File: src/rtl/dmem_arbiter.sv
// dmem_arbiter: single-port data memory arbiter between the CPU MEM stage and
// a debug requester. Zero-cycle grant, combinational mem_* from the winner,
// registered return-path FSM steering mem_rdata back to the load's owner.
// Optional macro DMEM_ARB_FAIRNESS_EN enables the debug starvation guard;
// without it the CPU always wins contested cycles.
module dmem_arbiter #(
   parameter int unsigned STARVE_LIMIT = 4,
   parameter int unsigned ADDR_W       = 32
) (
   input  logic              clk,
   input  logic              rst,
   input  logic              cpu_req,
   input  logic              cpu_we,
   input  logic [ADDR_W-1:0] cpu_addr,
   input  logic [31:0]       cpu_wdata,
   output logic              cpu_stall,
   output logic [31:0]       cpu_rdata,
   output logic              cpu_rvalid,
   input  logic              dbg_req,
   input  logic              dbg_we,
   input  logic [ADDR_W-1:0] dbg_addr,
   input  logic [31:0]       dbg_wdata,
   output logic              dbg_gnt,
   output logic [31:0]       dbg_rdata,
   output logic              dbg_rvalid,
   output logic              mem_en,
   output logic              mem_we,
   output logic [ADDR_W-1:0] mem_addr,
   output logic [31:0]       mem_wdata,
   input  logic [31:0]       mem_rdata
);

   typedef enum logic [1:0] {
      IDLE   = 2'd0,
      RD_CPU = 2'd1,
      RD_DBG = 2'd2
   } state_t;

   localparam logic [ADDR_W-1:0] WORD_MASK = ~ADDR_W'(3);

   state_t state;
   state_t state_nxt;
   logic   cpu_win;
   logic   dbg_win;
   logic   starved;

`ifdef DMEM_ARB_FAIRNESS_EN
   localparam int unsigned CNT_W = 4;
   localparam logic [CNT_W-1:0] LIMIT = CNT_W'(STARVE_LIMIT);

   logic [CNT_W-1:0] starve_cnt;
   logic [CNT_W-1:0] starve_cnt_nxt;

   assign starved = (starve_cnt == LIMIT);

   // Count contested cycles won by the CPU; any other cycle restarts the count
   always_comb begin
      starve_cnt_nxt = '0;
      if (cpu_req && dbg_req && cpu_win) begin
         starve_cnt_nxt = starve_cnt + CNT_W'(1);
      end
   end

   // Starvation counter register
   always_ff @(posedge clk or negedge rst) begin
      if (!rst) begin
         starve_cnt <= '0;
      end else begin
         starve_cnt <= starve_cnt_nxt;
      end
   end
`else
   localparam int unsigned unused_starve_limit = STARVE_LIMIT;

   assign starved = 1'b0;
`endif

   // Return FSM state register
   always_ff @(posedge clk or negedge rst) begin
      if (!rst) begin
         state <= IDLE;
      end else begin
         state <= state_nxt;
      end
   end

   // Arbitration, memory drive, next-state and return-path steering
   always_comb begin
      cpu_win    = 1'b0;
      dbg_win    = 1'b0;
      state_nxt  = IDLE;
      mem_en     = 1'b0;
      mem_we     = 1'b0;
      mem_addr   = '0;
      mem_wdata  = '0;
      cpu_stall  = 1'b0;
      dbg_gnt    = 1'b0;
      cpu_rvalid = 1'b0;
      cpu_rdata  = '0;
      dbg_rvalid = 1'b0;
      dbg_rdata  = '0;

      // Everything combinational is held quiet while reset is asserted
      if (rst) begin
         if (cpu_req && dbg_req) begin
            if (starved) begin
               dbg_win = 1'b1;
            end else begin
               cpu_win = 1'b1;
            end
         end else if (cpu_req) begin
            cpu_win = 1'b1;
         end else if (dbg_req) begin
            dbg_win = 1'b1;
         end
      end

      if (cpu_win) begin
         mem_en    = 1'b1;
         mem_we    = cpu_we;
         mem_addr  = cpu_addr & WORD_MASK;
         mem_wdata = cpu_we ? cpu_wdata : 32'd0;
         if (!cpu_we) begin
            state_nxt = RD_CPU;
         end
      end else if (dbg_win) begin
         mem_en    = 1'b1;
         mem_we    = dbg_we;
         mem_addr  = dbg_addr & WORD_MASK;
         mem_wdata = dbg_we ? dbg_wdata : 32'd0;
         if (!dbg_we) begin
            state_nxt = RD_DBG;
         end
      end

      cpu_stall = rst && cpu_req && !cpu_win;
      dbg_gnt   = dbg_win;

      case (state)
         RD_CPU: begin
            cpu_rvalid = 1'b1;
            cpu_rdata  = mem_rdata;
         end
         RD_DBG: begin
            dbg_rvalid = 1'b1;
            dbg_rdata  = mem_rdata;
         end
         default: begin
         end
      endcase
   end

endmodule

File: config.mk
export PLATFORM = sky130hd
export DESIGN_NAME = dmem_arbiter
export DESIGN_NICKNAME = d
export VERILOG_FILES = /design/src/rtl/dmem_arbiter.sv
export SDC_FILE = /design/constraint.sdc
export NUM_CORES = 1
export LEC_CHECK = 0
export CAP_MARGIN = 20
export CELL_PAD_IN_SITES_DETAIL_PLACEMENT = 0
export CELL_PAD_IN_SITES_GLOBAL_PLACEMENT = 1
export CORE_ASPECT_RATIO = 1.5
export CORE_MARGIN = 10
export CORE_UTILIZATION = 10
export CTS_CLUSTER_DIAMETER = 150
export DETAILED_ROUTE_END_ITERATION = 12
export PLACE_DENSITY = 0.93
export SLEW_MARGIN = 20
export SYNTH_ARGS = -nofsm -noshare
export SYNTH_HDL_FRONTEND = slang
export SYNTH_SLANG_ARGS = --single-unit
export TNS_END_PERCENT = 30
File: constraint.sdc
create_clock -name clk -period 1.56 [get_ports clk]
set_clock_uncertainty 0.05 [all_clocks]
set_input_delay 0.312 -clock clk [delete_from_list [all_inputs] [get_ports clk]]
set_output_delay 0.312 -clock clk [all_outputs]
set_load 0.02 [all_outputs]
Yosys cells after proc, flatten, opt, wreduce, memory -nomap -nowiden
Index checks and enable logic that the tools add are counted.
{ "totals": {"ff_bits": 2, "latchBits": 0, "ramBits": 0, "rom_bits": 0, "in_bits": 166, "output_inout_bits": 134, "memories": 0} }
{ "classes": {"add_sub_neg": 0, "mul": 0, "div": 0, "n_lt_le_gt_ge": 0, "eq_ne": 2, "n_shift": 0, "n_mux": 25, "bitwise_logic": 0, "n_reduce_logical": 4} }
{ "ops": {"columns": ["op", "n"], "rows": [
  ["$mux W32", 8],
  ["$mux W1", 14],
  ["$mux W2", 3],
  ["$logic_and A1 B1 Y1", 3],
  ["$eq A2 B1 Y1 const B", 1],
  ["$eq A2 B2 Y1 const B", 1],
  ["$logic_not A1 Y1", 1]
]} }

Longest topological paths before layout
Gate-level depths: netlist of run 1.
{ "logic_depth": {"word_depth": 6, "depth_mapped": 4, "ltp_nobuf": 2} }

Worst setup path before layout of run 1
Ideal clock, no wire load.
{ "synth_timing": {"path_kind": "register -> output", "from": "register state[1]", "to": "output port cpu_rdata[22]", "t_arrival_ns": 1.067, "required_time_ns": 1.198, "path_slack_ns": 0.131, "path_stages_with_launch": 4, "n_path_buf": 1, "cell_sequence": "dfrtp_1 nor2b_1 buf_2 and2_1"} }
{ "synth_between": {"elab_chain_cells": 2} }
{ "synth_rtl": {"columns": ["element", "line_no", "rtl"], "rows": [
  ["from (decl)", "41", "state_t state;"],
  ["from (signal assigned)", "83", "state <= state_nxt;"],
  ["$eq A2 B1 Y1", "139", "case (state)"],
  ["$mux W32", "139", null],
  ["to (decl)", "17", "output logic [31:0] cpu_rdata,"]
]} }
No other way between the ends.

Worst setup path in the final report of run 1
{ "layout_timing": {"from": "input port cpu_req", "to": "output port mem_wdata[10]"} }
{ "layout_between": {"elab_chain_cells": 5} }
{ "layout_rtl": {"columns": ["element", "line_no", "rtl"], "rows": [
  ["from (decl)", "12", "input logic cpu_req,"],
  ["$mux W1 / $logic_and A1 B1 Y1 (equally long branches)", "111, 105", null],
  ["$mux W1", "105", "if (cpu_req && dbg_req) begin"],
  ["$mux W1", "104", "if (rst) begin"],
  ["$mux W32", "126", "end else if (dbg_win) begin"],
  ["$mux W32 *", "118", "if (cpu_win) begin"],
  ["to (decl)", "29", "output logic [31:0] mem_wdata,"]
]} }
Mark *: on every way between the ends. The rest lies on a longest branch, timed or not.

==> run summary, run 1 <==
CLOCKING
--------------------------------------------------------------------------------
CTS tree                                                                    done
Clock buffer depth                                                             2
Clock tree root buffer cell                                         sky130_fd_sc_hd__clkbuf_16
Total number of H-tree levels                                                  1
Clock transition at the registers of the reported paths                  0.03 ns
Number of CTS-inserted buffers                                                 3
Clock Sink Count                                                               2

DRT
--------------------------------------------------------------------------------
Drt wl/cell                                                              20.7 µm
Routed wire length                                                      12600 µm
Via Count                                                                   2593
Number of DRC violations after detailed-routing iteration 0                   57
Detail Route Antenna Nets                                                      0
Detail-routed via count per cell                                            4.25
# DRC                                                                          0
First-pass iteration count of the detailed router                              4

WORST SETUP PATH
--------------------------------------------------------------------------------
Worst endpoint required time                                             1.20 ns
CP Data Arrival Time                                                     1.32 ns
CP max stage delay                                                       0.39 ns
Max stage delay cell, worst path                                    sky130_fd_sc_hd__and4b_4
Worst path bufs/invs                                                           4
Startpoint kind of the worst setup timing path                         input pin
Kind of cell with the highest combined delay on the critical path   buffers and inverters
CP Max Fanout                                                                  6
Critical path endpoint category                                     primary output
Classification of the worst setup path                              input pin to primary output
Most frequent cell on the critical path                             sky130_fd_sc_hd__buf_6
Critical path cell sequence                                         buf_8 > and4b_4 > buf_6 > buf_16 > a22o_1 > buf_6

PLACE
--------------------------------------------------------------------------------
Placer's final routability congestion estimate                             0.867
HPWL Detailed                                                           10400 µm
IO Port Bufs                                                                 292
Pre-CTS WS                                                             -0.891 ns

FLOORPLAN
--------------------------------------------------------------------------------
Area of the die                                                        17300 µm²
Die Height                                                                156 µm
Initial Util                                                               10.2%
Core outline area                                                      12100 µm²
Horiz. Die Dim                                                            111 µm
Cell Rows                                                                     49
Count of pins on the block boundary                                          300

CELLS AND AREA
--------------------------------------------------------------------------------
Nets                                                                         625
Top flop regs                                                       state: 2 flops
Antenna diodes                                                                 0
Most common cell after layout, fill and taps aside                  sky130_fd_sc_hd__clkdlybuf4s50_1
Leading cell types in the layout, fill and taps excluded            sky130_fd_sc_hd__clkdlybuf4s50_1, sky130_fd_sc_hd__buf_6, sky130_fd_sc_hd__a22o_1
Fraction of layout cells with a size suffix above 1                        41.6%
Flip-flop count of the largest register after layout                           2
Synthesis-to-finish area growth                                             279%
Register containing the most flip-flops in the final layout                state

YOSYS
--------------------------------------------------------------------------------
Cell count after synthesis                                                   164
Share of Yosys cell area claimed by the top area cell type                 43.9%
Post-synthesis instance area                                            1240 µm²
Sequential fraction of the synthesis area                                  4.04%
Count of synthesis-stage warnings from yosys                                   0
Distinct cell type count after synthesis                                      14
Leading cell types by total area after synthesis                    sky130_fd_sc_hd__a22o_1, sky130_fd_sc_hd__and2_1, sky130_fd_sc_hd__buf_6, sky130_fd_sc_hd__buf_2, sky130_fd_sc_hd__dfrtp_1
Synth Area per Inst                                                     7.55 µm²
Cell taking the most area after synthesis                           sky130_fd_sc_hd__a22o_1
Synthesis-stage register bit count                                             2

STA
--------------------------------------------------------------------------------
Fmax                                                                     594 MHz
Period minus WS final                                                    1.68 ns
Setup slack after layout                                               -0.124 ns
Final Slew Violations                                                          0
Share of the cycle needed by the critical path after routing                108%
Setup repair after global routing missed its margin                         true
Hold Violations, Final                                                         0
Endpoints failing setup                                                      104

GLOBAL ROUTING
--------------------------------------------------------------------------------
Vias in the first global route                                              2982
Global-route total usage across every layer                                13.2%
Number of antenna violations at the first check in global routing              0
Global-route wire length before repair                                  17900 µm
Maximum number of pins on one net before global-route repair                  34
Remaining global-route overflow                                                0

RUN STATUS
--------------------------------------------------------------------------------
Violated checks                                                     negative setup slack
Result of the run                                                   finished with violations

POWER AND IR DROP
--------------------------------------------------------------------------------
Worst vdd ir                                                          0.000440 V
Reported leakage power                                                   2.14 nW
Power per standard cell area                                          328 nW/µm²
Post-layout total power                                                  1.54 mW

FLOW RUN
--------------------------------------------------------------------------------
Max-cap violation count                                                        0

HOLD PATH
--------------------------------------------------------------------------------
Hold WC Path Type                                                   input pin to asynchronous set/reset pin

==> metal layers <==
| layer | routed length (µm) | GRT usage, % | up-vias |
|---|---|---|---|
| met2 | 5810 | 22.4 | 239 |
| met5 | 0 | 0 | - |
| met1 | 4490 | 12.8 | 1147 |
| met4 | 303 | 4.79 | 0 |
| met3 | 2020 | 8.27 | 14 |
| li1 | - | - | 1193 |
==> tightest hold or removal path: cells and delay by family <==
family	cells	cell delay [ns]
buffers and inverters	3	0.33
==> logic make-up (layout without fill, tap and decap cells) <==
logic type	Yosys count	count (layout)	synth area share, %
flops	2	2	4.04
simple gates	73	76	37.4
other cells	1	3	0.303
buf+inv	25	313	13.8
compound gates	63	63	44.5
==> synth_stat cells, drive strengths merged <==
master,number
and2,65
buf,20
nor2b,4
conb,1
and4b,1
dfrtp,2
clkbuf,5
and3,1
a22o,62
and3b,1
or2,1
o21a,1
==> timing repair <==
item,in CTS,in global routing
gates resized for setup,689,62
endpoints found under the setup margin,131,128
pin swaps,12,18
gates cloned,6,0
buffers inserted,7,2
hold buffers,0,0
==> report_power, final <==
part / switching (mW) / leakage, nW / internal (mW) / total, mW
sequential: 0.00183 / 0.0272 / 0.0540 / 0.0558
combinational: 0.428 / 2.08 / 0.674 / 1.10
clock: 0.0576 / 0.0370 / 0.326 / 0.384
total: 0.488 / 2.14 / 1.05 / 1.54
==> area by class of cell <==
cell class                      count  area (µm²)
Timing Repair Buffer              310        3190
Multi-Input combinational cell    142        1190
Clock buffer                        3        75.1
Fill cell                        1192        7380
Tap cell                          153         191
Sequential cell                     2        50.0
==> stage by stage <==
stage | TNS (ns) | area, µm² | utilization, % | hold slack (ns) | cells
finish | -5.62 | 4700 | 38.9 | 0.0490 | 610
global route | -10.86 | 4700 | 38.9 | 0.0556 | 610
CTS | -8.96 | 4580 | 37.9 | 0.0339 | 611
detailed placement | -74.31 | 4400 | 36.4 | 0.645 | 596
global placement | -72.23 | 4400 | 36.4 | 0.631 | 596
floorplan | 0 | 1240 | - | -0.0336 | 166
==> how the worst max path moves through the flow <==
stage             start       endpoint  slack (ns)  cells past startpoint
6_report        cpu_req  mem_wdata[10]       -0.12                      6
3_3_place_gp     dbg_we  mem_wdata[10]       -0.89                      5
5_1_grt         cpu_req  mem_wdata[19]       -0.17                      6
4_1_cts          cpu_we  mem_wdata[26]       -0.16                      5
3_5_place_dp        rst  mem_wdata[10]       -0.89                      5
2_1_floorplan  state[1]  cpu_rdata[22]        0.13                      3
Note: power is estimated with default switching activity, not from simulation.
==> run 2: changes to the inputs <==
==> constraint.sdc (replaced) <==
create_clock -name clk -period 1.56 [get_ports clk]
set_clock_uncertainty 0.05 [all_clocks]
set_input_delay 0.468 -clock clk [delete_from_list [all_inputs] [get_ports clk]]
set_output_delay 0.468 -clock clk [all_outputs]
set_load 0.02 [all_outputs]
==> run 2 against run 1 <==
Net effect:
- the flow still finishes with violations (negative setup slack)
- sequential power shrank 2%
- global-route usage increased by 0.61 points
- wire length is 4.7% higher
- fmax shrank 14%
- total power rose by 12%
- die area unchanged
- critical path depth unchanged
- clock power grew 3%
- non-clock buffer count rose by 9
- first-iteration DRC count did not move
- cell area grew 13%
- largest cell class unchanged
- highest routed layer unchanged
==> run summary, run 2 (synthesis gave the netlist of run 1 again) <==
RUN STATUS
--------------------------------------------------------------------------------
Result of the run                                                   finished with violations
Violated checks                                                     negative setup slack

WORST SETUP PATH
--------------------------------------------------------------------------------
CP Max Fanout                                                                  5
Critical path cell sequence                                         buf_8 > and3_4 > buf_6 > buf_16 > a22o_4 > buf_6
Classification of the worst setup path                              input pin to primary output
CP Data Arrival Time                                                     1.44 ns
Startpoint kind of the worst setup timing path                         input pin
Worst endpoint required time                                             1.04 ns
Most frequent cell on the critical path                             sky130_fd_sc_hd__buf_6
Critical path endpoint category                                     primary output
Max stage delay cell, worst path                                    sky130_fd_sc_hd__a22o_4
Worst path bufs/invs                                                           4
CP max stage delay                                                       0.25 ns
Kind of cell with the highest combined delay on the critical path   buffers and inverters

CLOCKING
--------------------------------------------------------------------------------
Number of CTS-inserted buffers                                                 3
CTS tree                                                                    done
Clock transition at the registers of the reported paths                  0.03 ns
Clock Sink Count                                                               2
Clock buffer depth                                                             2
Total number of H-tree levels                                                  1
Hold buffer count at CTS                                                       0
Clock tree root buffer cell                                         sky130_fd_sc_hd__clkbuf_16

STA
--------------------------------------------------------------------------------
Share of the cycle needed by the critical path after routing                126%
Period minus WS final                                                    1.96 ns
Worst slack on hold paths                                              0.0701 ns
Total negative setup slack                                             -35.73 ns
Setup slack after layout                                               -0.402 ns
Hold Violations, Final                                                         0
Fmax                                                                     510 MHz
Final Slew Violations                                                          0
Setup repair after global routing missed its margin                         true
Endpoints failing setup                                                      130

FLOORPLAN
--------------------------------------------------------------------------------
Cell Rows                                                                     49
Die Height                                                                156 µm
Core outline area                                                      12100 µm²
Area of the die                                                        17300 µm²
Initial Util                                                               10.2%
Horiz. Die Dim                                                            111 µm
Count of pins on the block boundary                                          300

GLOBAL ROUTING
--------------------------------------------------------------------------------
Vias in the first global route                                              2959
Global-route wire length before repair                                  19000 µm
Met1 routing resource usage after global routing                           12.9%
Number of antenna violations at the first check in global routing              0
Maximum number of pins on one net before global-route repair                  34
Remaining global-route overflow                                                0
Top Usage Layer GRT                                                         met2
Global-route total usage across every layer                                13.8%
Met3 track utilization from global routing                                 6.70%
Met2 routing resource usage after global routing                           26.4%

DRT
--------------------------------------------------------------------------------
Number of DRC violations after detailed-routing iteration 0                   57
Detail-routed via count per cell                                            4.19
Drt wl/cell                                                              21.5 µm
First-pass iteration count of the detailed router                              4
Detail Route Antenna Nets                                                      0
# DRC                                                                          0
Routed wire length                                                      13200 µm
Via Count                                                                   2584

CELLS AND AREA
--------------------------------------------------------------------------------
Register containing the most flip-flops in the final layout                state
Synthesis-to-finish area growth                                             328%
Flip-flop count of the largest register after layout                           2
Antenna diodes                                                                 0
Number of fill cells in the layout                                          1137
Fin util                                                                   43.8%
Nets                                                                         631
Top flop regs                                                       state: 2 flops
Design area                                                             5290 µm²
Leading cell types in the layout, fill and taps excluded            sky130_fd_sc_hd__clkdlybuf4s50_1, sky130_fd_sc_hd__buf_6, sky130_fd_sc_hd__and2_1
Most common cell after layout, fill and taps aside                  sky130_fd_sc_hd__clkdlybuf4s50_1
Fraction of layout cells with a size suffix above 1                        50.1%

FLOW RUN
--------------------------------------------------------------------------------
Max-cap violation count                                                        0

POWER AND IR DROP
--------------------------------------------------------------------------------
Worst vdd ir                                                          0.000423 V
Reported leakage power                                                   2.49 nW
Power per standard cell area                                          326 nW/µm²

PLACE
--------------------------------------------------------------------------------
Placer's final routability congestion estimate                             0.839
IO Port Bufs                                                                 292
Post-Place Cell Area                                                    4860 µm²
HPWL Detailed                                                           10500 µm

HOLD PATH
--------------------------------------------------------------------------------
Hold WC Path Type                                                   input pin to asynchronous set/reset pin

## run 2: changes by cell type in the layout (fill, tap and decap cells not counted), moves of 7 or more
cell                     before  now
sky130_fd_sc_hd__buf_2       29    5
sky130_fd_sc_hd__and2_4      21    2
sky130_fd_sc_hd__a22o_1      56    3
sky130_fd_sc_hd__buf_4       15   42
sky130_fd_sc_hd__a22o_4       6   59
sky130_fd_sc_hd__buf_6       91   98
sky130_fd_sc_hd__and2_1      44   63
## run 2: layout make-up
type | instances | area [µm²] | area share [%]
clock buffers | 3 | 75.1 | 1.42
well taps | 153 | 191 | 3.62
repair buffers | 319 | 3410 | 64.5
flip-flops and latches | 2 | 50.0 | 0.946
multi-input cells | 139 | 1560 | 29.6
## run 2: repair_timing
action	in CTS	in global routing
gates cloned	9	1
gates resized for setup	698	79
endpoints found under the setup margin	131	130
buffers inserted	6	4
pin swaps	8	8
## run 2: metrics by stage
step           setup slack [ns]  power, mW  std cells
2_1_floorplan            -0.127      0.504        166
3_3_place_gp              -1.23       1.21        596
3_5_place_dp              -1.25       1.23        596
4_1_cts                  -0.444       1.73        614
5_1_grt                  -0.434       1.80        616
6_report                 -0.402       1.72        616
## run 2: path summary, 6_finish.rpt
| kind | start | endpoint | slack (ns) | cells past startpoint |
|---|---|---|---|---|
| min | rst | state[0] | 0.07 | 2 |
| max in group asynchronous | rst | state[1] | 1.30 | 2 |
| min in group clk | cpu_we | state[0] | 0.34 | 2 |
| max | rst | mem_wdata[6] | -0.40 | 6 |
## run 2: layer usage
| layer | up-vias | part of all wire [%] |
|---|---|---|
| li1 | 1197 | - |
| met1 | 1180 | 34 |
| met2 | 198 | 53 |
| met3 | 9 | 11 |
| met4 | 0 | 1.2 |
| met5 | - | 0 |
## run 2: power breakdown
part           switching (mW)  total, mW  internal, mW  leakage (nW)
combinational           0.480       1.28         0.795          2.43
clock                  0.0674      0.394         0.327        0.0370
sequential           0.000954     0.0549        0.0539        0.0272
total                   0.549       1.72          1.18          2.49
==> run 3: changes to the inputs <==
--- a/config.mk
+++ b/config.mk
@@ -6,14 +6,14 @@
 export NUM_CORES = 1
 export LEC_CHECK = 0
 export CAP_MARGIN = 20
-export CELL_PAD_IN_SITES_DETAIL_PLACEMENT = 0
-export CELL_PAD_IN_SITES_GLOBAL_PLACEMENT = 1
+export CELL_PAD_IN_SITES_DETAIL_PLACEMENT = 1
+export CELL_PAD_IN_SITES_GLOBAL_PLACEMENT = 2
 export CORE_ASPECT_RATIO = 1.5
 export CORE_MARGIN = 10
 export CORE_UTILIZATION = 10
 export CTS_CLUSTER_DIAMETER = 150
 export DETAILED_ROUTE_END_ITERATION = 12
-export PLACE_DENSITY = 0.93
+export PLACE_DENSITY = 0.95
 export SLEW_MARGIN = 20
 export SYNTH_ARGS = -nofsm -noshare
 export SYNTH_HDL_FRONTEND = slang
==> run 3 against run 2 <==
Net effect:
- the run still ends with negative setup slack left
- setup slack worse by 0.066 ns
- first-iteration DRC count unchanged
- non-clock buffer count down 1
- cell area up 1.7%
- sequential power about the same
- critical path depth unchanged
- clock-buffer cell count unchanged
- fmax down 3.2%
- combinational power about the same
- clock power down 3%
- global-route usage up 1.4 points
- largest cell class unchanged
- largest power group unchanged
==> run summary, run 3 (synthesis gave the netlist of run 1 again) <==
STA
--------------------------------------------------------------------------------
Total negative setup slack                                             -40.78 ns
Hold Violations, Final                                                         0
Setup slack after layout                                               -0.467 ns
Period minus WS final                                                    2.03 ns
Final Slew Violations                                                          0
Fmax                                                                     493 MHz
Endpoints failing setup                                                      130
Share of the cycle needed by the critical path after routing                130%
Worst slack on hold paths                                               0.166 ns
Setup repair after global routing missed its margin                         true

FLOORPLAN
--------------------------------------------------------------------------------
Die Height                                                                156 µm
Initial Util                                                               10.2%
Cell Rows                                                                     49
Horiz. Die Dim                                                            111 µm
Count of pins on the block boundary                                          300
Area of the die                                                        17300 µm²
Core outline area                                                      12100 µm²

CELLS AND AREA
--------------------------------------------------------------------------------
Leading cell types in the layout, fill and taps excluded            sky130_fd_sc_hd__clkdlybuf4s50_1, sky130_fd_sc_hd__buf_6, sky130_fd_sc_hd__and2_1
Register containing the most flip-flops in the final layout                state
Most common cell after layout, fill and taps aside                  sky130_fd_sc_hd__clkdlybuf4s50_1
Top flop regs                                                       state: 2 flops
Synthesis-to-finish area growth                                             335%
Design area                                                             5380 µm²
Antenna diodes                                                                 0
Nets                                                                         630
Flip-flop count of the largest register after layout                           2
Fraction of layout cells with a size suffix above 1                        50.0%

WORST SETUP PATH
--------------------------------------------------------------------------------
Critical path endpoint category                                     primary output
Kind of cell with the highest combined delay on the critical path   buffers and inverters
Critical path cell sequence                                         buf_6 > and4b_2 > buf_6 > buf_16 > or2_1 > buf_6
CP max stage delay                                                       0.30 ns
CP Data Arrival Time                                                     1.51 ns
Max stage delay cell, worst path                                    sky130_fd_sc_hd__and4b_2
Startpoint kind of the worst setup timing path                         input pin
Worst path bufs/invs                                                           4
Classification of the worst setup path                              input pin to primary output
Most frequent cell on the critical path                             sky130_fd_sc_hd__buf_6
Worst endpoint required time                                             1.04 ns
CP Max Fanout                                                                  5

POWER AND IR DROP
--------------------------------------------------------------------------------
Net switching power                                                     0.544 mW
Cell internal pwr                                                        1.18 mW
Worst vdd ir                                                          0.000206 V
Fraction of power consumed by combinational cells                          74.5%
Power per standard cell area                                          320 nW/µm²
Switching power as a share of total power                                  31.6%
Clock Power Share                                                          22.3%
Reported leakage power                                                   2.44 nW
Portion of total power attributed to sequential cells                       3.2%
Post-layout total power                                                  1.72 mW

DRT
--------------------------------------------------------------------------------
Via Count                                                                   2618
First-pass iteration count of the detailed router                              2
Routed wire length                                                      14300 µm
Detail Route Antenna Nets                                                      0
Drt wl/cell                                                              23.2 µm
# DRC                                                                          0
Number of DRC violations after detailed-routing iteration 0                   57
Detail-routed via count per cell                                            4.26

GLOBAL ROUTING
--------------------------------------------------------------------------------
Global-route wire length before repair                                  20500 µm
Vias in the first global route                                              3033
Remaining global-route overflow                                                0
Global-route total usage across every layer                                15.2%
Number of antenna violations at the first check in global routing              0
Maximum number of pins on one net before global-route repair                  34

CLOCKING
--------------------------------------------------------------------------------
Number of CTS-inserted buffers                                                 3
Hold buffer count at CTS                                                       0
Clock transition at the registers of the reported paths                  0.03 ns
CTS tree                                                                    done
Clock tree root buffer cell                                         sky130_fd_sc_hd__clkbuf_16
Total number of H-tree levels                                                  1
Clock Sink Count                                                               2
Clock buffer depth                                                             2

PLACE
--------------------------------------------------------------------------------
IO Port Bufs                                                                 292
Post-Place Cell Area                                                    4890 µm²
Pre-CTS WS                                                              -1.26 ns
Placer's final routability congestion estimate                             0.841
HPWL Detailed                                                           11800 µm

FLOW RUN
--------------------------------------------------------------------------------
Max-cap violation count                                                        0

HOLD PATH
--------------------------------------------------------------------------------
Hold WC Path Type                                                   input pin to asynchronous set/reset pin

RUN STATUS
--------------------------------------------------------------------------------
Result of the run                                                   finished with violations
Violated checks                                                     negative setup slack

==> run 3: changes by cell type in the layout (fill, tap and decap cells not counted), sizes merged <==
cell / change
clkdlybuf4s15: +29
clkbuf: +1
buf: -31
==> run 3: per-layer routing <==
| layer | up-vias | GRT usage, % | wire, µm |
|---|---|---|---|
| li1 | 1196 | - | - |
| met1 | 1242 | 13.7 | 4350 |
| met2 | 166 | 30.3 | 8160 |
| met3 | 14 | 6.39 | 1440 |
| met4 | 0 | 4.17 | 345 |
| met5 | - | 0 | 0 |
==> run 3: path summary, 6_finish.rpt <==
kind | to | startpoint | slack (ns) | cells after the start
worst min-delay path | state[1] | rst | 0.17 | 3
max in group asynchronous | state[0] | rst | 1.20 | 3
min in group clk | state[0] | cpu_we | 0.38 | 2
worst max-delay path | mem_we | dbg_we | -0.47 | 6
==> run 3: power by group through the flow <==
stage	logic, mW	registers (mW)	clock network [mW]
6_report	1.28	0.0551	0.384
5_1_grt	1.35	0.0554	0.398
4_1_cts	1.28	0.0552	0.389
3_5_place_dp	1.19	0.0552	0
3_3_place_gp	1.17	0.0551	0
2_1_floorplan	0.449	0.0550	0
==> run 3: worst min-delay path, delay by kind of cell <==
family	cells	cell delay (ns)
buf+inv	3	0.29
==> run 3: cell type report <==
cell class	count	area, µm²
fill	1333	6700
clock buffer	3	75.1
multi-input combinational	139	1560
tap	153	191
sequential	2	50.0
timing repair buffer	318	3500
==> run 3: through the flow <==
stage	instances	utilization, %
floorplan	166	-
finish	615	44.5
global placement	597	40.5
detailed placement	597	40.5
CTS	615	43.7
global route	615	44.5
==> run 3: repair_timing <==
action	4_1_cts	5_1_grt
setup buffers	8	2
setup endpoints to repair	132	130
gates resized for setup	688	37
pin swaps	9	8
gates cloned	7	1
